--- config.mk ---
export PLATFORM = sky130hd
export DESIGN_NAME = renode_mem_arbiter_flat
export DESIGN_NICKNAME = d
export VERILOG_FILES = /design/src/rtl/renode_mem_arbiter_pkg.sv /design/src/rtl/renode_mem_arbiter_if.sv /design/src/rtl/rr_arbiter.sv /design/src/rtl/renode_mem_arbiter.sv /design/src/flat_wrapper.sv
export SDC_FILE = /design/constraint.sdc
export NUM_CORES = 1
export LEC_CHECK = 0
export ABC_AREA = 1
export CAP_MARGIN = 30
export CORE_AREA = 2 2 260 262
export CTS_CLUSTER_DIAMETER = 120
export DETAILED_ROUTE_END_ITERATION = 8
export DIE_AREA = 0 0 262 264
export MAX_ROUTING_LAYER = met4
export PLACE_DENSITY = 0.5
export SLEW_MARGIN = 20
export SYNTH_ARGS = -nofsm -noshare
export SYNTH_HDL_FRONTEND = slang
export SYNTH_HIERARCHICAL = 1
export SYNTH_SLANG_ARGS = --single-unit
--- constraint.sdc ---
create_clock -name clk_i -period 6.7 [get_ports clk_i]
set_clock_uncertainty 0.2 [all_clocks]
set_input_delay 1.34 -clock clk_i [delete_from_list [all_inputs] [get_ports clk_i]]
set_output_delay 1.34 -clock clk_i [all_outputs]
set_load 0.03 [all_outputs]
--- src/rtl/renode_mem_arbiter_pkg.sv ---
// Shared types and defaults for the Renode memory-port arbiter.
package renode_mem_arbiter_pkg;

   localparam int unsigned NumPortsDef      = 4;
   localparam int unsigned AddrWidthDef     = 32;
   localparam int unsigned DataWidthDef     = 64;
   localparam int unsigned BeWidthDef       = DataWidthDef / 8;
   localparam int unsigned TimeoutCyclesDef = 256;

   typedef enum logic [1:0] {
      IDLE  = 2'd0,
      ISSUE = 2'd1,
      WAIT  = 2'd2
   } arb_state_e;

   typedef struct packed {
      logic                    we;
      logic [AddrWidthDef-1:0] addr;
      logic [DataWidthDef-1:0] wdata;
      logic [BeWidthDef-1:0]   be;
   } mem_req_t;

   typedef struct packed {
      logic [DataWidthDef-1:0] rdata;
      logic                    err;
   } mem_rsp_t;

   // Round-robin successor of idx, wrapping at n-1 -> 0 (n need not be a power of two).
   function automatic int unsigned rr_wrap_inc(input int unsigned idx, input int unsigned n);
      return (idx + 1 >= n) ? 0 : idx + 1;
   endfunction

endpackage

--- src/rtl/renode_mem_arbiter_if.sv ---
// Upstream request/response bundle and downstream memory port of the arbiter.
interface renode_mem_arbiter_if #(
   parameter int unsigned NumPorts  = 4,
   parameter int unsigned AddrWidth = 32,
   parameter int unsigned DataWidth = 64
);
   localparam int unsigned BeWidth = DataWidth / 8;

   logic [NumPorts-1:0]           in_req_i;
   logic [NumPorts-1:0]           in_we_i;
   logic [NumPorts*AddrWidth-1:0] in_addr_i;
   logic [NumPorts*DataWidth-1:0] in_wdata_i;
   logic [NumPorts*BeWidth-1:0]   in_be_i;
   logic [NumPorts-1:0]           in_gnt_o;
   logic [NumPorts-1:0]           in_rvalid_o;
   logic [DataWidth-1:0]          in_rdata_o;
   logic                          in_err_o;

   logic                          mem_req_o;
   logic                          mem_we_o;
   logic [AddrWidth-1:0]          mem_addr_o;
   logic [DataWidth-1:0]          mem_wdata_o;
   logic [BeWidth-1:0]            mem_be_o;
   logic                          mem_gnt_i;
   logic                          mem_rvalid_i;
   logic [DataWidth-1:0]          mem_rdata_i;
   logic                          mem_err_i;

   // Arbiter side.
   modport slave (
      input  in_req_i, in_we_i, in_addr_i, in_wdata_i, in_be_i,
      output in_gnt_o, in_rvalid_o, in_rdata_o, in_err_o,
      output mem_req_o, mem_we_o, mem_addr_o, mem_wdata_o, mem_be_o,
      input  mem_gnt_i, mem_rvalid_i, mem_rdata_i, mem_err_i
   );

   // Environment side: requesters plus downstream memory.
   modport master (
      output in_req_i, in_we_i, in_addr_i, in_wdata_i, in_be_i,
      input  in_gnt_o, in_rvalid_o, in_rdata_o, in_err_o,
      input  mem_req_o, mem_we_o, mem_addr_o, mem_wdata_o, mem_be_o,
      output mem_gnt_i, mem_rvalid_i, mem_rdata_i, mem_err_i
   );
endinterface

--- src/rtl/rr_arbiter.sv ---
// Combinational round-robin pick: first requester at or after ptr_i wins.
module rr_arbiter #(
   parameter int unsigned NumPorts = 4
) (
   input  logic [NumPorts-1:0]         req_i,
   input  logic [$clog2(NumPorts)-1:0] ptr_i,
   output logic [NumPorts-1:0]         gnt_o,
   output logic [$clog2(NumPorts)-1:0] idx_o,
   output logic                        valid_o
);
   localparam int unsigned IdxW = $clog2(NumPorts);

   int unsigned cand;

   // Scan requesters starting at the pointer, wrapping at NumPorts.
   always_comb begin
      gnt_o   = '0;
      idx_o   = '0;
      valid_o = 1'b0;
      cand    = 0;
      for (int unsigned i = 0; i < NumPorts; i++) begin
         cand = 32'(ptr_i) + i;
         if (cand >= NumPorts) cand = cand - NumPorts;
         if (!valid_o && req_i[cand[IdxW-1:0]]) begin
            valid_o                 = 1'b1;
            gnt_o[cand[IdxW-1:0]]   = 1'b1;
            idx_o                   = cand[IdxW-1:0];
         end
      end
   end

endmodule

--- src/rtl/renode_mem_arbiter.sv ---
// Serialises NumPorts requesters onto one memory port, one transaction in
// flight, with a response timeout that converts a hang into an error.
module renode_mem_arbiter
   import renode_mem_arbiter_pkg::*;
#(
   parameter int unsigned NumPorts      = NumPortsDef,
   parameter int unsigned AddrWidth     = AddrWidthDef,
   parameter int unsigned DataWidth     = DataWidthDef,
   parameter int unsigned TimeoutCycles = TimeoutCyclesDef
) (
   input  logic                 clk_i,
   input  logic                 rst_ni,
   renode_mem_arbiter_if.slave  bus,
   output logic                 busy_o
);
   localparam int unsigned IdxW    = $clog2(NumPorts);
   localparam int unsigned CntW    = $clog2(TimeoutCycles);
   localparam int unsigned BeWidth = DataWidth / 8;

   arb_state_e           state_q, state_d;
   logic [IdxW-1:0]      rr_q, rr_d;
   logic [IdxW-1:0]      owner_q, owner_d;
   logic [CntW-1:0]      cnt_q, cnt_d;
   mem_req_t             req_q, req_d;

   logic [NumPorts-1:0]  arb_gnt;
   logic [IdxW-1:0]      arb_idx;
   logic                 arb_valid;

   logic [NumPorts-1:0]  gnt;
   logic [NumPorts-1:0]  rvalid;
   mem_rsp_t             rsp;
   logic                 mem_req;

   rr_arbiter #(
      .NumPorts (NumPorts)
   ) u_rr (
      .req_i   (bus.in_req_i),
      .ptr_i   (rr_q),
      .gnt_o   (arb_gnt),
      .idx_o   (arb_idx),
      .valid_o (arb_valid)
   );

   // State, pointer, owner, timeout counter and captured request.
   always_ff @(posedge clk_i or negedge rst_ni) begin
      if (!rst_ni) begin
         state_q <= IDLE;
         rr_q    <= '0;
         owner_q <= '0;
         cnt_q   <= '0;
         req_q   <= '0;
      end else begin
         state_q <= state_d;
         rr_q    <= rr_d;
         owner_q <= owner_d;
         cnt_q   <= cnt_d;
         req_q   <= req_d;
      end
   end

   // Next-state and combinational grant/response routing.
   always_comb begin
      state_d = state_q;
      rr_d    = rr_q;
      owner_d = owner_q;
      cnt_d   = cnt_q;
      req_d   = req_q;
      gnt     = '0;
      rvalid  = '0;
      rsp     = '0;
      mem_req = 1'b0;
      unique case (state_q)
         IDLE: begin
            if (arb_valid) begin
               gnt     = arb_gnt;
               owner_d = arb_idx;
               rr_d    = IdxW'(rr_wrap_inc(32'(arb_idx), NumPorts));
               for (int unsigned p = 0; p < NumPorts; p++) begin
                  if (arb_idx == IdxW'(p)) begin
                     req_d.we    = bus.in_we_i[p];
                     req_d.addr  = bus.in_addr_i[p*AddrWidth +: AddrWidth];
                     req_d.wdata = bus.in_wdata_i[p*DataWidth +: DataWidth];
                     req_d.be    = bus.in_be_i[p*BeWidth +: BeWidth];
                  end
               end
               state_d = ISSUE;
            end
         end
         ISSUE: begin
            mem_req = 1'b1;
            if (bus.mem_gnt_i) begin
               cnt_d   = '0;
               state_d = WAIT;
            end
         end
         WAIT: begin
            if (bus.mem_rvalid_i) begin
               rvalid[owner_q] = 1'b1;
               rsp.rdata       = req_q.we ? '0 : bus.mem_rdata_i;
               rsp.err         = bus.mem_err_i;
               state_d         = IDLE;
            end else if (cnt_q == CntW'(TimeoutCycles - 1)) begin
               rvalid[owner_q] = 1'b1;
               rsp.err         = 1'b1;
               state_d         = IDLE;
            end else begin
               cnt_d = cnt_q + 1'b1;
            end
         end
         default: state_d = IDLE;
      endcase
   end

   assign bus.in_gnt_o    = gnt;
   assign bus.in_rvalid_o = rvalid;
   assign bus.in_rdata_o  = rsp.rdata;
   assign bus.in_err_o    = rsp.err;
   assign bus.mem_req_o   = mem_req;
   assign bus.mem_we_o    = req_q.we;
   assign bus.mem_addr_o  = req_q.addr;
   assign bus.mem_wdata_o = req_q.wdata;
   assign bus.mem_be_o    = req_q.be;
   assign busy_o          = (state_q != IDLE);

endmodule

--- src/flat_wrapper.sv ---
// flat-port wrapper written by rule: the top's interface ports become plain ports
module renode_mem_arbiter_flat import renode_mem_arbiter_pkg::*;
#(
   parameter int unsigned NumPorts      = NumPortsDef,
   parameter int unsigned AddrWidth     = AddrWidthDef,
   parameter int unsigned DataWidth     = DataWidthDef,
   parameter int unsigned TimeoutCycles = TimeoutCyclesDef
)
  (clk_i, rst_ni, busy_o, bus_in_req_i, bus_in_we_i, bus_in_addr_i, bus_in_wdata_i, bus_in_be_i, bus_in_gnt_o, bus_in_rvalid_o, bus_in_rdata_o, bus_in_err_o, bus_mem_req_o, bus_mem_we_o, bus_mem_addr_o, bus_mem_wdata_o, bus_mem_be_o, bus_mem_gnt_i, bus_mem_rvalid_i, bus_mem_rdata_i, bus_mem_err_i);
  renode_mem_arbiter_if #(.NumPorts(NumPorts), .AddrWidth(AddrWidth), .DataWidth(DataWidth)) bus_i ();
  input  logic clk_i;
  input  logic rst_ni;
  output logic busy_o;
  input wire logic [$bits(bus_i.in_req_i)-1:0] bus_in_req_i;
  input wire logic [$bits(bus_i.in_we_i)-1:0] bus_in_we_i;
  input wire logic [$bits(bus_i.in_addr_i)-1:0] bus_in_addr_i;
  input wire logic [$bits(bus_i.in_wdata_i)-1:0] bus_in_wdata_i;
  input wire logic [$bits(bus_i.in_be_i)-1:0] bus_in_be_i;
  output wire logic [$bits(bus_i.in_gnt_o)-1:0] bus_in_gnt_o;
  output wire logic [$bits(bus_i.in_rvalid_o)-1:0] bus_in_rvalid_o;
  output wire logic [$bits(bus_i.in_rdata_o)-1:0] bus_in_rdata_o;
  output wire logic [$bits(bus_i.in_err_o)-1:0] bus_in_err_o;
  output wire logic [$bits(bus_i.mem_req_o)-1:0] bus_mem_req_o;
  output wire logic [$bits(bus_i.mem_we_o)-1:0] bus_mem_we_o;
  output wire logic [$bits(bus_i.mem_addr_o)-1:0] bus_mem_addr_o;
  output wire logic [$bits(bus_i.mem_wdata_o)-1:0] bus_mem_wdata_o;
  output wire logic [$bits(bus_i.mem_be_o)-1:0] bus_mem_be_o;
  input wire logic [$bits(bus_i.mem_gnt_i)-1:0] bus_mem_gnt_i;
  input wire logic [$bits(bus_i.mem_rvalid_i)-1:0] bus_mem_rvalid_i;
  input wire logic [$bits(bus_i.mem_rdata_i)-1:0] bus_mem_rdata_i;
  input wire logic [$bits(bus_i.mem_err_i)-1:0] bus_mem_err_i;
  assign bus_i.in_req_i = bus_in_req_i;
  assign bus_i.in_we_i = bus_in_we_i;
  assign bus_i.in_addr_i = bus_in_addr_i;
  assign bus_i.in_wdata_i = bus_in_wdata_i;
  assign bus_i.in_be_i = bus_in_be_i;
  assign bus_in_gnt_o = bus_i.in_gnt_o;
  assign bus_in_rvalid_o = bus_i.in_rvalid_o;
  assign bus_in_rdata_o = bus_i.in_rdata_o;
  assign bus_in_err_o = bus_i.in_err_o;
  assign bus_mem_req_o = bus_i.mem_req_o;
  assign bus_mem_we_o = bus_i.mem_we_o;
  assign bus_mem_addr_o = bus_i.mem_addr_o;
  assign bus_mem_wdata_o = bus_i.mem_wdata_o;
  assign bus_mem_be_o = bus_i.mem_be_o;
  assign bus_i.mem_gnt_i = bus_mem_gnt_i;
  assign bus_i.mem_rvalid_i = bus_mem_rvalid_i;
  assign bus_i.mem_rdata_i = bus_mem_rdata_i;
  assign bus_i.mem_err_i = bus_mem_err_i;
  renode_mem_arbiter #(.NumPorts(NumPorts), .AddrWidth(AddrWidth), .DataWidth(DataWidth), .TimeoutCycles(TimeoutCycles)) u_core (.clk_i(clk_i), .rst_ni(rst_ni), .bus(bus_i), .busy_o(busy_o));
endmodule
==> impl_metrics.csv, run 1 <==
group,metric,value,unit
run_status,status,"complete, no violations",
clocking,ctsHoldBuffers,0,
clocking,post_cts_resize_count,0,
die,core,0.0666,sq mm
final_layout,final_core_util,25.9,%
global_routing,grt-ovfl-total,0,
routing,drt-total-wl,46500,microns
sta,tightestPinTransition,0.831,ns
synth,synth_area,0.00915,sq mm
final_layout,nets,2692,
sta,drv_slew,0,
sta,fin_crit_sh,77.0,%
min_path,hp-class,"flip-flop to flip-flop",
clocking,cts_tree,"done",
sta,fin_tns_setup,0,ns
place,dp_hpwl,35700,microns
synth,ys.flop_type,"dfrtp_1",
routing,via_per_inst,3.82,
synth,yosys_warnings,6,
final_layout,postLayoutCellArea,0.0172,sq mm
sta,fin_crit,5.16,ns
clocking,cts-htree-levels,4,
synth,synthCells,1585,
global_routing,grt_pass1_vias,11357,
final_layout,drive_above_1_share,2.95,%
routing,drtAntennaViolNets,0,
setup_path,start_kind,"primary input",
sta,rsz0062_at_grt,"false",
setup_path,crit_chain,"clkdlybuf4s50_1, inv_1, nand2_1, nand3_4, nand2_4, nor2_1, a21oi_1, nand3_1, nand2_1, nor2_1, clkdlybuf4s50_1",
synth,synth_edf_count,0,
pwr,peakVddDrop,872,uV
setup_path,crit_type,"primary input to primary output",
die,rows,95,
setup_path,cp_max_fo,7,
sta,hold-worst-slack,0.275,ns
place,postPlaceCellArea,0.0166,sq mm
setup_path,worst_ep_arrival_time,3.62,ns
die,dieArea,0.0692,sq mm
sta,setup_violations,0,
routing,drt_pass1_iterations,4,
job,maxCapViolCount,0,
routing,first_iter_violations,615,
setup_path,regToRegSetupSlack,2.30,ns
global_routing,antenna_found_initial,2,
global_routing,grt_pass1_wl,67500,microns
setup_path,endpoint_kind,"primary output",
place,port_buffers,672,
clocking,clockBufferDepth,2,
routing,drc,0,
die,start_util,13.7,%
place,dp_slack,1.60,ns
global_routing,grt_max_degree,126,
sta,fmax,194,MHz
clocking,post_cts_buffers,0,
pwr,powerDensity,606,mW/mm^2
clocking,cts_root_buf,"clkbuf_16",
final_layout,synthToLayoutAreaGrowth,88.2,%
die,die_w,262,microns
synth,ys_async_sr_fraction,100,%
synth,synth.yosys.seq_area_share,32.5,%
setup_path,cpMaxStageDelayCell,"clkdlybuf4s50_1",
die,pin_count,673,
global_routing,grt.total_usage,13.3,%
sta,finalWorstSetupSlack,1.54,ns
pwr,power.leakage,0.00815,uW
clocking,clk_latency,0.45,ns
clocking,clock_sinks,119,
sta,max_slew_margin,44.6,%
setup_path,max_stage_delay,0.68,ns
clocking,cts.reportedPaths.clkPinSlew,0.06,ns
die,die_y,264,microns
setup_path,critPathRequiredTime,5.16,ns
clocking,numCtsBuffers,17,
routing,num_vias,11741,
sta,finalHoldViolCount,0,
synth,ys_types,27,
synth,synth_seq_cells,119,
synth,synth_area_per_cell,5.77,sq um
routing,wl_per_cell,15.1,microns
place,globalplace.congestion,0.828,
synth,synth_nets,2088,
flip-flops by register name, indices dropped and copies added (netlist names):
| register | flops |
|---|---|
| u_core/bus.mem_wdata_o | 64 |
| u_core/bus.mem_addr_o | 32 |
| u_core/bus.mem_be_o | 8 |
| u_core/cnt_q | 8 |
| u_core/owner_q | 2 |
| u_core/rr_q | 2 |
| u_core/state_q | 2 |
| u_core/bus.mem_we_o | 1 |
cell families after synthesis:
family	count (synthesis)	synth area share, %
AO/OA/AOI/OAI	128	7.21
adder cells (fa/ha/maj)	10	1.37
buffers and inverters	196	9.64
flip-flops	119	32.5
AND/OR/NAND/NOR	1132	49.2
report_power, final:
part	internal, uW	leakage (uW)	switching, uW
logic	2670	0.00641	5450
registers	1140	0.00146	225
clock network	558	0.000284	394
total	4370	0.00815	6070
worst paths after layout:
kind,start,to,cells after the start
worst max-delay path,bus_in_req_i[3],bus_in_gnt_o[0],11
worst min-delay path,u_core/bus.mem_addr_o[30],u_core/bus.mem_addr_o[30],2
worst max register to register,u_core/rr_q[0],u_core/bus.mem_wdata_o[2],17
worst min register to register,u_core/bus.mem_addr_o[30],u_core/bus.mem_addr_o[30],2
max in group asynchronous,rst_ni,u_core/cnt_q[5],2
min in group asynchronous,rst_ni,u_core/bus.mem_wdata_o[13],1
synth_stat cells, types with 3 or more instances:
cell,count,share of area [%]
buf_6,12,1.5
a21oi_1,7,0.38
buf_2,36,2.0
inv_1,93,3.8
buf_1,6,0.25
dfrtp_1,119,33
nand3_1,127,6.9
nor2_1,291,12
ha_1,10,1.4
a21boi_0,4,0.33
nand4_1,8,0.55
buf_4,3,0.25
nand2_1,686,28
clkbuf_1,43,1.8
nor3_1,4,0.22
nand2_2,9,0.62
o21ai_0,114,6.2
inv_2,3,0.12
final cells by class:
type                       instances  area, sq um
sequential                       119         2980
clock buffer                      18          439
clock inverter                    13          146
timing repair buffer             685         6880
fill                            7494        49300
multi-input combinational       1270         5310
antenna                            2         5.00
tap                              873         1090
inverter                          96          373
metrics by stage:
stage          power (uW)  std cells
4_1_cts             10700       3074
2_1_floorplan        7020       1585
3_3_place_gp         9630       3043
3_5_place_dp         9650       3043
5_1_grt             11600       3076
6_report            10400       3076
layout by cell type, fill, tap and decap left out, types with 6 or more instances in the layout:
master and count:
a21oi_1 7, buf_4 9, clkbuf_16 17, clkdlybuf4s50_1 671, dfrtp_1 119, ha_1 9
inv_1 92, inv_6 6, nand2_1 686, nand2_2 9, nand3_1 127, nand4_1 8
nor2_1 291, o21ai_0 114
layer usage:
layer	track usage (%)	vias up	part of all wire, %
li1	-	6085	-
met1	14.9	5202	41
met2	23.2	422	50
met3	3.23	32	7.6
met4	3.71	0	1.6
met5	-	-	0
critical path: cells and delay by family:
kind	cells	cell delay [ns]
AO/OA/AOI/OAI	1	0.12
AND/OR/NAND/NOR	7	0.95
buffers and inverters	3	1.21
(Power assumes the default switching activity.)
==> run 2: changes to the inputs <==
--- a/config.mk
+++ b/config.mk
@@ -7,12 +7,12 @@
 export LEC_CHECK = 0
 export ABC_AREA = 1
 export CAP_MARGIN = 30
-export CORE_AREA = 2 2 260 262
+export CORE_AREA = 2 2 259 261
 export CTS_CLUSTER_DIAMETER = 120
 export DETAILED_ROUTE_END_ITERATION = 8
-export DIE_AREA = 0 0 262 264
+export DIE_AREA = 0 0 261 263
 export MAX_ROUTING_LAYER = met4
-export PLACE_DENSITY = 0.5
+export PLACE_DENSITY = 0.52
 export SLEW_MARGIN = 20
 export SYNTH_ARGS = -nofsm -noshare
 export SYNTH_HDL_FRONTEND = slang
==> constraint.sdc (replaced) <==
create_clock -name clk_i -period 4.3 [get_ports clk_i]
set_clock_uncertainty 0.2 [all_clocks]
set_input_delay 0.86 -clock clk_i [delete_from_list [all_inputs] [get_ports clk_i]]
set_output_delay 0.86 -clock clk_i [all_outputs]
set_load 0.03 [all_outputs]
==> run 2 against run 1 <==
  * Final area rose by 2.1%
  * Sequential share of layout area fell by 0.35 points
  * Combinational power rose by 67%
  * Wire length rose by 1.2%
  * Hold slack got worse by 0.11 ns
  * Critical endpoint is now bus_in_gnt_o[2]
  * Largest power group unchanged
==> impl_metrics.csv, run 2 (synthesis results as in run 1) <==
group,metric,value,unit
run_status,status,"complete, no violations",
routing,drt_pass1_iterations,5,
place,dp_cells,3061,
global_routing,antenna_found_initial,6,
routing,via_per_inst,3.83,
clocking,cts.reportedPaths.clkPinSlew,0.06,ns
sta,tightestPinTransition,0.639,ns
clocking,numCtsBuffers,17,
clocking,clockBufferDepth,2,
routing,first_iter_violations,578,
final_layout,synthToLayoutAreaGrowth,92.1,%
final_layout,nets,2719,
routing,drt-total-wl,47100,microns
sta,max_slew_margin,57.4,%
setup_path,regToRegSetupSlack,0.71,ns
global_routing,grt_pass1_vias,11492,
routing,drtAntennaViolNets,0,
setup_path,max_stage_delay,0.68,ns
sta,finalWorstSetupSlack,0.234,ns
pwr,peakVddDrop,639,uV
min_path,hp-class,"primary input to asynchronous set/reset pin",
place,dp_hpwl,37200,microns
pwr,power.leakage,0.00838,uW
job,maxCapViolCount,0,
clocking,cts_tree,"done",
clocking,cts_root_buf,"clkbuf_16",
sta,drv_slew,0,
global_routing,grt-ovfl-total,0,
sta,finalHoldViolCount,0,
final_layout,drive_above_1_share,4.22,%
final_layout,final_cell_mix,"686 x nand2_1, 668 x clkdlybuf4s50_1, 290 x nor2_1",
setup_path,critPathRequiredTime,3.24,ns
die,dieArea,0.0686,sq mm
place,dp_slack,0.171,ns
sta,fmax,246,MHz
final_layout,final_common_cell,"nand2_1",
die,die_y,263,microns
final_layout,final_core_util,26.8,%
setup_path,endpoint_kind,"primary output",
routing,num_vias,11867,
place,globalplace.congestion,0.869,
final_layout,finalNonFillerCells,3097,
sta,fin_crit,4.07,ns
sta,fin_tns_setup,0,ns
global_routing,grt_max_degree,112,
pwr,powerDensity,982,mW/mm^2
sta,setup_violations,0,
routing,wl_per_cell,15.2,microns
die,pin_count,673,
die,rows,94,
sta,rsz0062_at_grt,"false",
clocking,clk_latency,0.47,ns
place,port_buffers,672,
setup_path,crit_chain,"inv_1, ha_1, inv_1, nand3_1, nand2_1, nor2_2, a21oi_1, nand3_1, nand2_1, nor2_1, clkdlybuf4s50_1",
sta,fin_crit_sh,94.6,%
setup_path,crit_type,"flip-flop to primary output",
routing,drc,0,
setup_path,cpMaxStageDelayCell,"clkdlybuf4s50_1",
setup_path,worst_ep_arrival_time,3.01,ns
global_routing,grt_pass1_wl,68400,microns
die,start_util,13.9,%
die,core,0.0656,sq mm
final_layout,largest_register_ffs,64,
global_routing,grt.total_usage,13.7,%
clocking,post_cts_buffers,0,
clocking,clock_sinks,119,
setup_path,start_kind,"flip-flop",
setup_path,cp_max_fo,7,
die,die_w,261,microns
clocking,ctsHoldBuffers,0,
clocking,cts-htree-levels,4,
==> run 2: changes by cell type in the layout (fill, tap and decap cells not counted), moves of 2 or more <==
cell,delta
buf_12,+10
buf_4,+17
clkdlybuf4s50_1,-3
diode_2,+2
dlymetal6s2s_1,+3
==> run 2: critical path, delay by kind of cell (launching register included) <==
kind            cells  cell delay [ns]
compound gates      1             0.12
flops               1             0.46
fa+ha+maj           1             0.38
buf+inv             3             0.92
simple gates        6             0.65
==> run 2: repair_timing <==
action,4_1_cts,5_1_grt
cloned,0,0
resized for setup,1,4
setup endpoints to repair,4,4
==> run 2: final timing paths <==
check,from,end,cells past startpoint
worst max-delay path,u_core/rr_q[1],bus_in_gnt_o[2],11
max in group asynchronous,rst_ni,u_core/rr_q[1],2
worst min-delay path,rst_ni,u_core/bus.mem_wdata_o[11],1
worst min register to register,u_core/bus.mem_addr_o[23],u_core/bus.mem_addr_o[23],2
worst max register to register,u_core/rr_q[1],u_core/bus.mem_wdata_o[34],19
min in group clk_i,u_core/bus.mem_addr_o[23],u_core/bus.mem_addr_o[23],2
==> run 2: area by class of cell <==
cell class	count	area (sq um)
clock buffer	19	443
antenna	4	10.0
sequential	119	2980
clock inverter	13	170
multi-input combinational	1270	5310
inverter	96	373
tap	864	1080
timing repair buffer	712	7210
fill	7405	48000
==> run 2: metrics by stage <==
stage	total power (uW)	hold slack, ns	area [sq um]
after floorplan	10900	0.252	9150
after global placement	16000	0.262	16900
after detailed placement	16000	0.264	16900
after CTS	17700	0.143	17600
after global routing	19100	0.184	17600
final	17300	0.161	17600
==> run 2: where the power goes <==
| group | total (uW) | switching, uW | internal (uW) |
|---|---|---|---|
| clock network | 1550 | 616 | 930 |
| registers | 2130 | 353 | 1780 |
| logic | 13600 | 8770 | 4810 |
==> run 2: layer usage <==
| metal | wire (microns) | GRT usage, % | up-vias |
|---|---|---|---|
| li1 | - | - | 6144 |
| met1 | 18900 | 15.2 | 5205 |
| met2 | 23000 | 23.0 | 468 |
| met3 | 3610 | 3.43 | 50 |
| met4 | 1520 | 6.25 | 0 |
| met5 | 0 | - | - |
